--- config.mk ---
export PLATFORM = sky130hd
export DESIGN_NAME = mux_sequencer
export DESIGN_NICKNAME = d
export VERILOG_FILES = /design/src/rtl/mux_pkg.sv /design/src/rtl/mux_packed.sv /design/src/rtl/mux_sequencer.sv
export SDC_FILE = /design/constraint.sdc
export NUM_CORES = 1
export LEC_CHECK = 0
export CORE_AREA = 2 2 113 115
export DETAILED_ROUTE_END_ITERATION = 16
export DIE_AREA = 0 0 115 117
export PLACE_DENSITY = 0.82
export SYNTH_ARGS = -nofsm -noshare
export SYNTH_HDL_FRONTEND = slang
export SYNTH_SLANG_ARGS = --single-unit
--- constraint.sdc ---
create_clock -name clk -period 3 [get_ports clk]
set_clock_uncertainty 0.15 [all_clocks]
set_input_delay 0.3 -clock clk [delete_from_list [all_inputs] [get_ports clk]]
set_output_delay 0.3 -clock clk [all_outputs]
set_load 0.02 [all_outputs]
--- src/rtl/mux_pkg.sv ---
// Shared types for the mux sequencer: the external mode encoding and the controller state.
package mux_pkg;

   typedef enum logic {MUX_DIRECT = 1'b0, MUX_SCAN = 1'b1} mux_mode_t;

   typedef enum logic {S_DIRECT = 1'b0, S_SCAN = 1'b1} mux_state_t;

endpackage

--- src/rtl/mux_packed.sv ---
// Purely combinational M:1 selector over a packed bus; an index of M or above yields zero.
module mux_packed #(
   parameter  int N     = 8,
   parameter  int M     = 32,
   localparam int SEL_W = $clog2(M)
) (
   input  logic [M*N-1:0] data_i,
   input  logic [SEL_W-1:0] idx_i,
   output logic [N-1:0]   data_o
);

   // One-hot style scan of every legal channel; no match leaves the zero default.
   always_comb begin
      data_o = '0;
      for (int k = 0; k < M; k++) begin
         data_o = (int'(idx_i) == k) ? data_i[k*N +: N] : data_o;
      end
   end

endmodule

--- src/rtl/mux_sequencer.sv ---
// Registered M-channel mux with a direct-select mode and an auto-scan mode with programmable dwell.
module mux_sequencer
   import mux_pkg::*;
#(
   parameter  int N     = 8,
   parameter  int M     = 32,
   parameter  int DWELL = 1,
   localparam int SEL_W = $clog2(M)
) (
   input  logic             clk,
   input  logic             rst,
   input  logic             ena,
   input  mux_mode_t        mode,
   input  logic [SEL_W-1:0] select,
   input  logic [M*N-1:0]   in,
   output logic [N-1:0]     out,
   output logic [SEL_W-1:0] out_sel,
   output logic             out_valid,
   output logic             wrap
);

   localparam int               DW_W    = (DWELL > 1) ? $clog2(DWELL) : 1;
   localparam logic [DW_W-1:0]  DW_LAST = DW_W'(DWELL - 1);
   localparam logic [SEL_W-1:0] CH_LAST = SEL_W'(M - 1);
   localparam logic [SEL_W:0]   M_LIM   = (SEL_W + 1)'(M);

   mux_state_t       state_q, state_d;
   logic [SEL_W-1:0] ch_q, ch_d;
   logic [DW_W-1:0]  dw_q, dw_d;
   logic [N-1:0]     out_q, out_d;
   logic [SEL_W-1:0] out_sel_q, out_sel_d;
   logic             valid_q, valid_d;
   logic             wrap_q, wrap_d;

   logic             switch_s;
   logic [SEL_W-1:0] ch_base_s;
   logic [DW_W-1:0]  dw_base_s;
   logic [SEL_W-1:0] idx_s;
   logic [N-1:0]     mux_data_s;
   logic             sel_ok_s;

   // A mode change restarts the scan position, and that edge already acts on the new mode.
   assign state_d   = (mode == MUX_SCAN) ? S_SCAN : S_DIRECT;
   assign switch_s  = (state_d != state_q);
   assign ch_base_s = switch_s ? '0 : ch_q;
   assign dw_base_s = switch_s ? '0 : dw_q;
   assign idx_s     = (state_d == S_SCAN) ? ch_base_s : select;
   assign sel_ok_s  = ({1'b0, select} < M_LIM);

   mux_packed #(.N(N), .M(M)) u_mux (
      .data_i (in),
      .idx_i  (idx_s),
      .data_o (mux_data_s)
   );

   // Next-state: output sampling plus channel/dwell stepping.
   always_comb begin
      ch_d      = ch_base_s;
      dw_d      = dw_base_s;
      out_d     = out_q;
      out_sel_d = out_sel_q;
      valid_d   = 1'b0;
      wrap_d    = 1'b0;
      if (ena) begin
         case (state_d)
            S_SCAN: begin
               out_d     = mux_data_s;
               out_sel_d = ch_base_s;
               valid_d   = 1'b1;
               if (dw_base_s == DW_LAST) begin
                  dw_d   = '0;
                  wrap_d = (ch_base_s == CH_LAST);
                  ch_d   = (ch_base_s == CH_LAST) ? '0 : ch_base_s + SEL_W'(1);
               end else begin
                  dw_d   = dw_base_s + DW_W'(1);
               end
            end
            S_DIRECT: begin
               out_d     = mux_data_s;
               out_sel_d = select;
               valid_d   = sel_ok_s;
               ch_d      = '0;
               dw_d      = '0;
            end
            default: begin
               ch_d = '0;
               dw_d = '0;
            end
         endcase
      end else begin
         out_d     = out_q;
         out_sel_d = out_sel_q;
      end
   end

   // State and output registers with synchronous reset.
   always_ff @(posedge clk) begin
      if (rst) begin
         state_q   <= S_DIRECT;
         ch_q      <= '0;
         dw_q      <= '0;
         out_q     <= '0;
         out_sel_q <= '0;
         valid_q   <= 1'b0;
         wrap_q    <= 1'b0;
      end else begin
         state_q   <= state_d;
         ch_q      <= ch_d;
         dw_q      <= dw_d;
         out_q     <= out_d;
         out_sel_q <= out_sel_d;
         valid_q   <= valid_d;
         wrap_q    <= wrap_d;
      end
   end

   assign out       = out_q;
   assign out_sel   = out_sel_q;
   assign out_valid = valid_q;
   assign wrap      = wrap_q;

endmodule

==> impl_summary.txt <==
----------------------------------------------------
[GRT]
  First-pass GRT wire length ... roughly 43,000 µm
  Via count of the first global-routing pass ... 7,698
  Gr usage total ... about two fifths
  Initial antenna violation count ... 0
  Pin count of the biggest net entering global routing ... 43
  GRT overflow ... 0

[Place]
  Input/output buffers ... around 280
  Number of placed instances, taps included ... about 1,200
  Worst-case setup slack after placement ... -0.686 ns
  HPWL Detailed ... between 20,000 and 25,000 µm
  Placer Congestion ... 1.07
  Area of placed instances ... between 0.008 and 0.009 mm²

[Die]
  Die Ht ... ~120 µm
  Effective utilization at floorplan ... 34.3%
  Die outline area ... 0.0135 mm²
  Number of I/O pins ... 280
  Cell row count ... 41
  Horiz. Die Dim ... approximately 120 µm
  Core Box Area ... between 0.01 and 0.015 mm²

[STA]
  Post-layout min period ... slightly below 3 ns
  Headroom to the max-slew limit ... between 40% and 50%
  Count of endpoints failing setup in the final report ... 0
  Post-route clock period utilization ... approximately 100%
  Upper clock frequency limit ... between 300 and 400 MHz
  Final setup margin ... around 0.029 ns
  Final hold violation count ... 0
  Number of slew-limit violations in the final report ... 0
  Total Neg Setup Slack ... 0 ns
  Tightest Pin Transition ... between 0.7 and 0.8 ns
  Worst slack on hold paths ... 0.348 ns

[Synth]
  Most used DFF post-synth ... sky130_fd_sc_hd__dfxtp_1
  Share of synthesized flip-flops with an asynchronous set or reset ... 0%
  Number of distinct standard cells referenced by the synthesized netlist ... just over 70
  Count of flip-flops with a built-in enable after synthesis ... 0
  Library cell with the largest summed area after synthesis ... sky130_fd_sc_hd__dfxtp_1
  Part of the Yosys area used for sequential elements ... a little over a tenth
  Top-area cell type share of the netlist area ... between 10% and 20%
  Synthesis Warnings ... 0
  Cell area after synthesis ... 0.00422 mm²
  Top area cells in the synthesized netlist ... sky130_fd_sc_hd__dfxtp_1 (10%), sky130_fd_sc_hd__o21ai_0 (6.4%), sky130_fd_sc_hd__nand3_1 (5.3%)
  Post-synth net total ... roughly 900
  Mapped Cells ... roughly 630
  #FFs+latches synth ... 22
  Syn Area/Cell ... roughly 6.7 µm²

[Critical path]
  Most common cell type on the critical path ... sky130_fd_sc_hd__o211ai_1
  Required arrival time at the worst endpoint ... 2.99 ns
  Setup crit end kind ... flip-flop
  Maximum net fanout on the critical path ... 12
  Startpoint type of the worst setup path ... flip-flop
  Largest incremental delay on the critical path ... around 0.6 ns
  Worst Path Class, Setup ... reg -> reg
  Cell class contributing the biggest share of worst-path delay ... compound AO/OA/AOI/OAI gates
  Slowest CP cell ... sky130_fd_sc_hd__dfxtp_1
  Critical path cell sequence ... and4b_1 -> o211ai_1 -> buf_4 -> nor2_1 -> a222oi_1 -> o211ai_1 -> a211oi_2 -> o21ai_1
  WP data arrival ... approximately 3.0 ns
  Critical path buffers and inverters ... 1

[Hold path]
  Type of the worst min-delay path ... reg -> reg

[Clock network]
  Max Root-Sink Buffers ... 2
  Worst-skew pair later-pin latency ... about 0.26 ns
  Total clock buffers created by CTS ... 3
  Deepest level of the CTS H-tree ... 1
  CTS tree ... done
  Clock edge transition at the registers on the reported setup and hold paths ... roughly 0.070 ns
  Root Driver ... sky130_fd_sc_hd__clkbuf_16
  TritonCTS Sinks ... 22
  Post-CTS Hold Fix Bufs ... 0

[Detailed routing]
  Number of DRC markers after the initial detailed-route iteration ... 1,239
  Post-detailed-route count of antenna-violating nets ... 0
  Router iterations before antenna repair ... 9
  Total number of vias ... between 8,000 and 9,000
  Number of remaining DRC errors ... 0
  Wire length per cell ... 24.3 µm
  Avg Vias per Cell ... roughly 6.6
  Detailed-route wire length ... 29,500 µm

[Pwr]
  Cell Pwr Density ... ~200 mW/mm²
  Leak pwr ... between 3 and 4 nW
  Largest voltage drop on the vdd net ... roughly 0.17 mV

[Cells and area]
  Number of antenna repair diodes ... 0
  Area delta synth->final ... 108%
  Fraction of final layout cells with drive strength greater than 1 ... between 20 and 25%
  Final std cells w/o fill ... 1,217
  Number of nets in the finished design ... around 1,300
  Post-Layout Inst Area ... slightly below 0.009 mm²

[Flow run]
  Max Cap Violations ... 0

[Status]
  Outcome ... finished, final reports clean

----------------------------------------------------
[final timing paths]
path | startpoint | endpoint | slack, ns | depth (start not counted)
max | ch_q[2] | out[5] | 0.03 | 8
min | out_sel[1] | out_sel[1] | 0.35 | 2
max reg2reg | ch_q[2] | out[5] | 0.03 | 8
min reg2reg | out_sel[1] | out_sel[1] | 0.35 | 2
[cell type report]
type                    instances  area, µm²
inverters                       8       30.0
clock inverters                 1       30.0
repair buffers                488       4450
fillers                      1023       3520
clock buffers                   3       75.1
multi-input cells             545       3580
well taps                     150        188
flip-flops and latches         22        442
[cells in the mapped netlist (all sizes together), types with 7 or more instances]
cell type,instances
a211oi,18
o221ai,8
nand2b,8
a22o,7
nor2,42
a31oi,13
nand3,46
o22ai,23
and4,8
a21oi,44
clkbuf,29
a222oi,18
inv,8
buf,24
a22oi,24
nand2,41
o211ai,19
a221oi,12
o21ai,58
dfxtp,22
nand4,9
nor3,26
[metrics by stage]
step	util [%]	total power, mW
after floorplan	-	0.628
after global placement	69.4	1.31
after detailed placement	69.4	1.31
after CTS	70.5	1.70
after global routing	71.4	1.80
final	71.4	1.75
[registers in the layout, indices dropped and copies added, names as in the netlist]
name       flops
out            8
out_valid      1
dw_q           1
wrap           1
state_q        1
ch_q           5
out_sel        5
[worst min-delay path: cells and delay by family, from the launching register on]
family / cells / cell delay, ns
flops: 1 / 0.31
simple gates: 1 / 0.09
compound gates: 1 / 0.05
[layout by cell type (no fill, tap or decap), drive strengths merged, types with 5 or more instances in the layout]
cell / instances
o221ai: 8
clkdlybuf4s50: 277
a22o: 7
nor2: 42
nand4b: 5
a222oi: 18
o211ai: 19
a311oi: 5
nand2: 41
o21ai: 58
o22a: 6
a211oi: 18
nand3: 46
nor2b: 5
a22oi: 24
dfxtp: 22
and3: 6
and2: 6
nand4: 9
o22ai: 23
buf: 208
nor3: 26
nand2b: 8
a221o: 5
and4: 8
a21oi: 44
a221oi: 12
nor3b: 6
inv: 8
a31oi: 13
[layer usage]
| metal | track usage, % | share of wire [%] |
|---|---|---|
| met1 | 51.6 | 37 |
| met4 | 19.2 | 5.4 |
| met3 | 9.32 | 12 |
| met2 | 69.0 | 46 |
| met5 | 0 | 0 |
[report_power, final]
| group | total [mW] | internal [mW] | switching (mW) |
|---|---|---|---|
| registers | 0.325 | 0.310 | 0.0152 |
| logic | 1.03 | 0.590 | 0.443 |
| clock network | 0.392 | 0.266 | 0.126 |
| total | 1.75 | 1.17 | 0.585 |
[cell families (layout without fill, tap and decap cells)]
group                      after synthesis  after routing  share of synthesized area (%)
AOI/OAI and AO/OA                      309            309                           52.1
xor gates and xnor gates                 1              1                          0.208
adders and majority gates                2              2                          0.593
buffers and inverters                   61            500                           6.79
DFF                                     22             22                           10.4
muxes                                    1              1                          0.237
and+or+nand+nor                        232            232                           29.6
[what timing repair did]
item / 4_1_cts / 5_1_grt
gates cloned: 0 / 1
buffers inserted: 0 / 3
endpoints found under the setup margin: 3 / 9
gates resized for setup: 7 / 14
pin swaps: 0 / 6
Note: power is estimated with default switching activity, not from simulation.
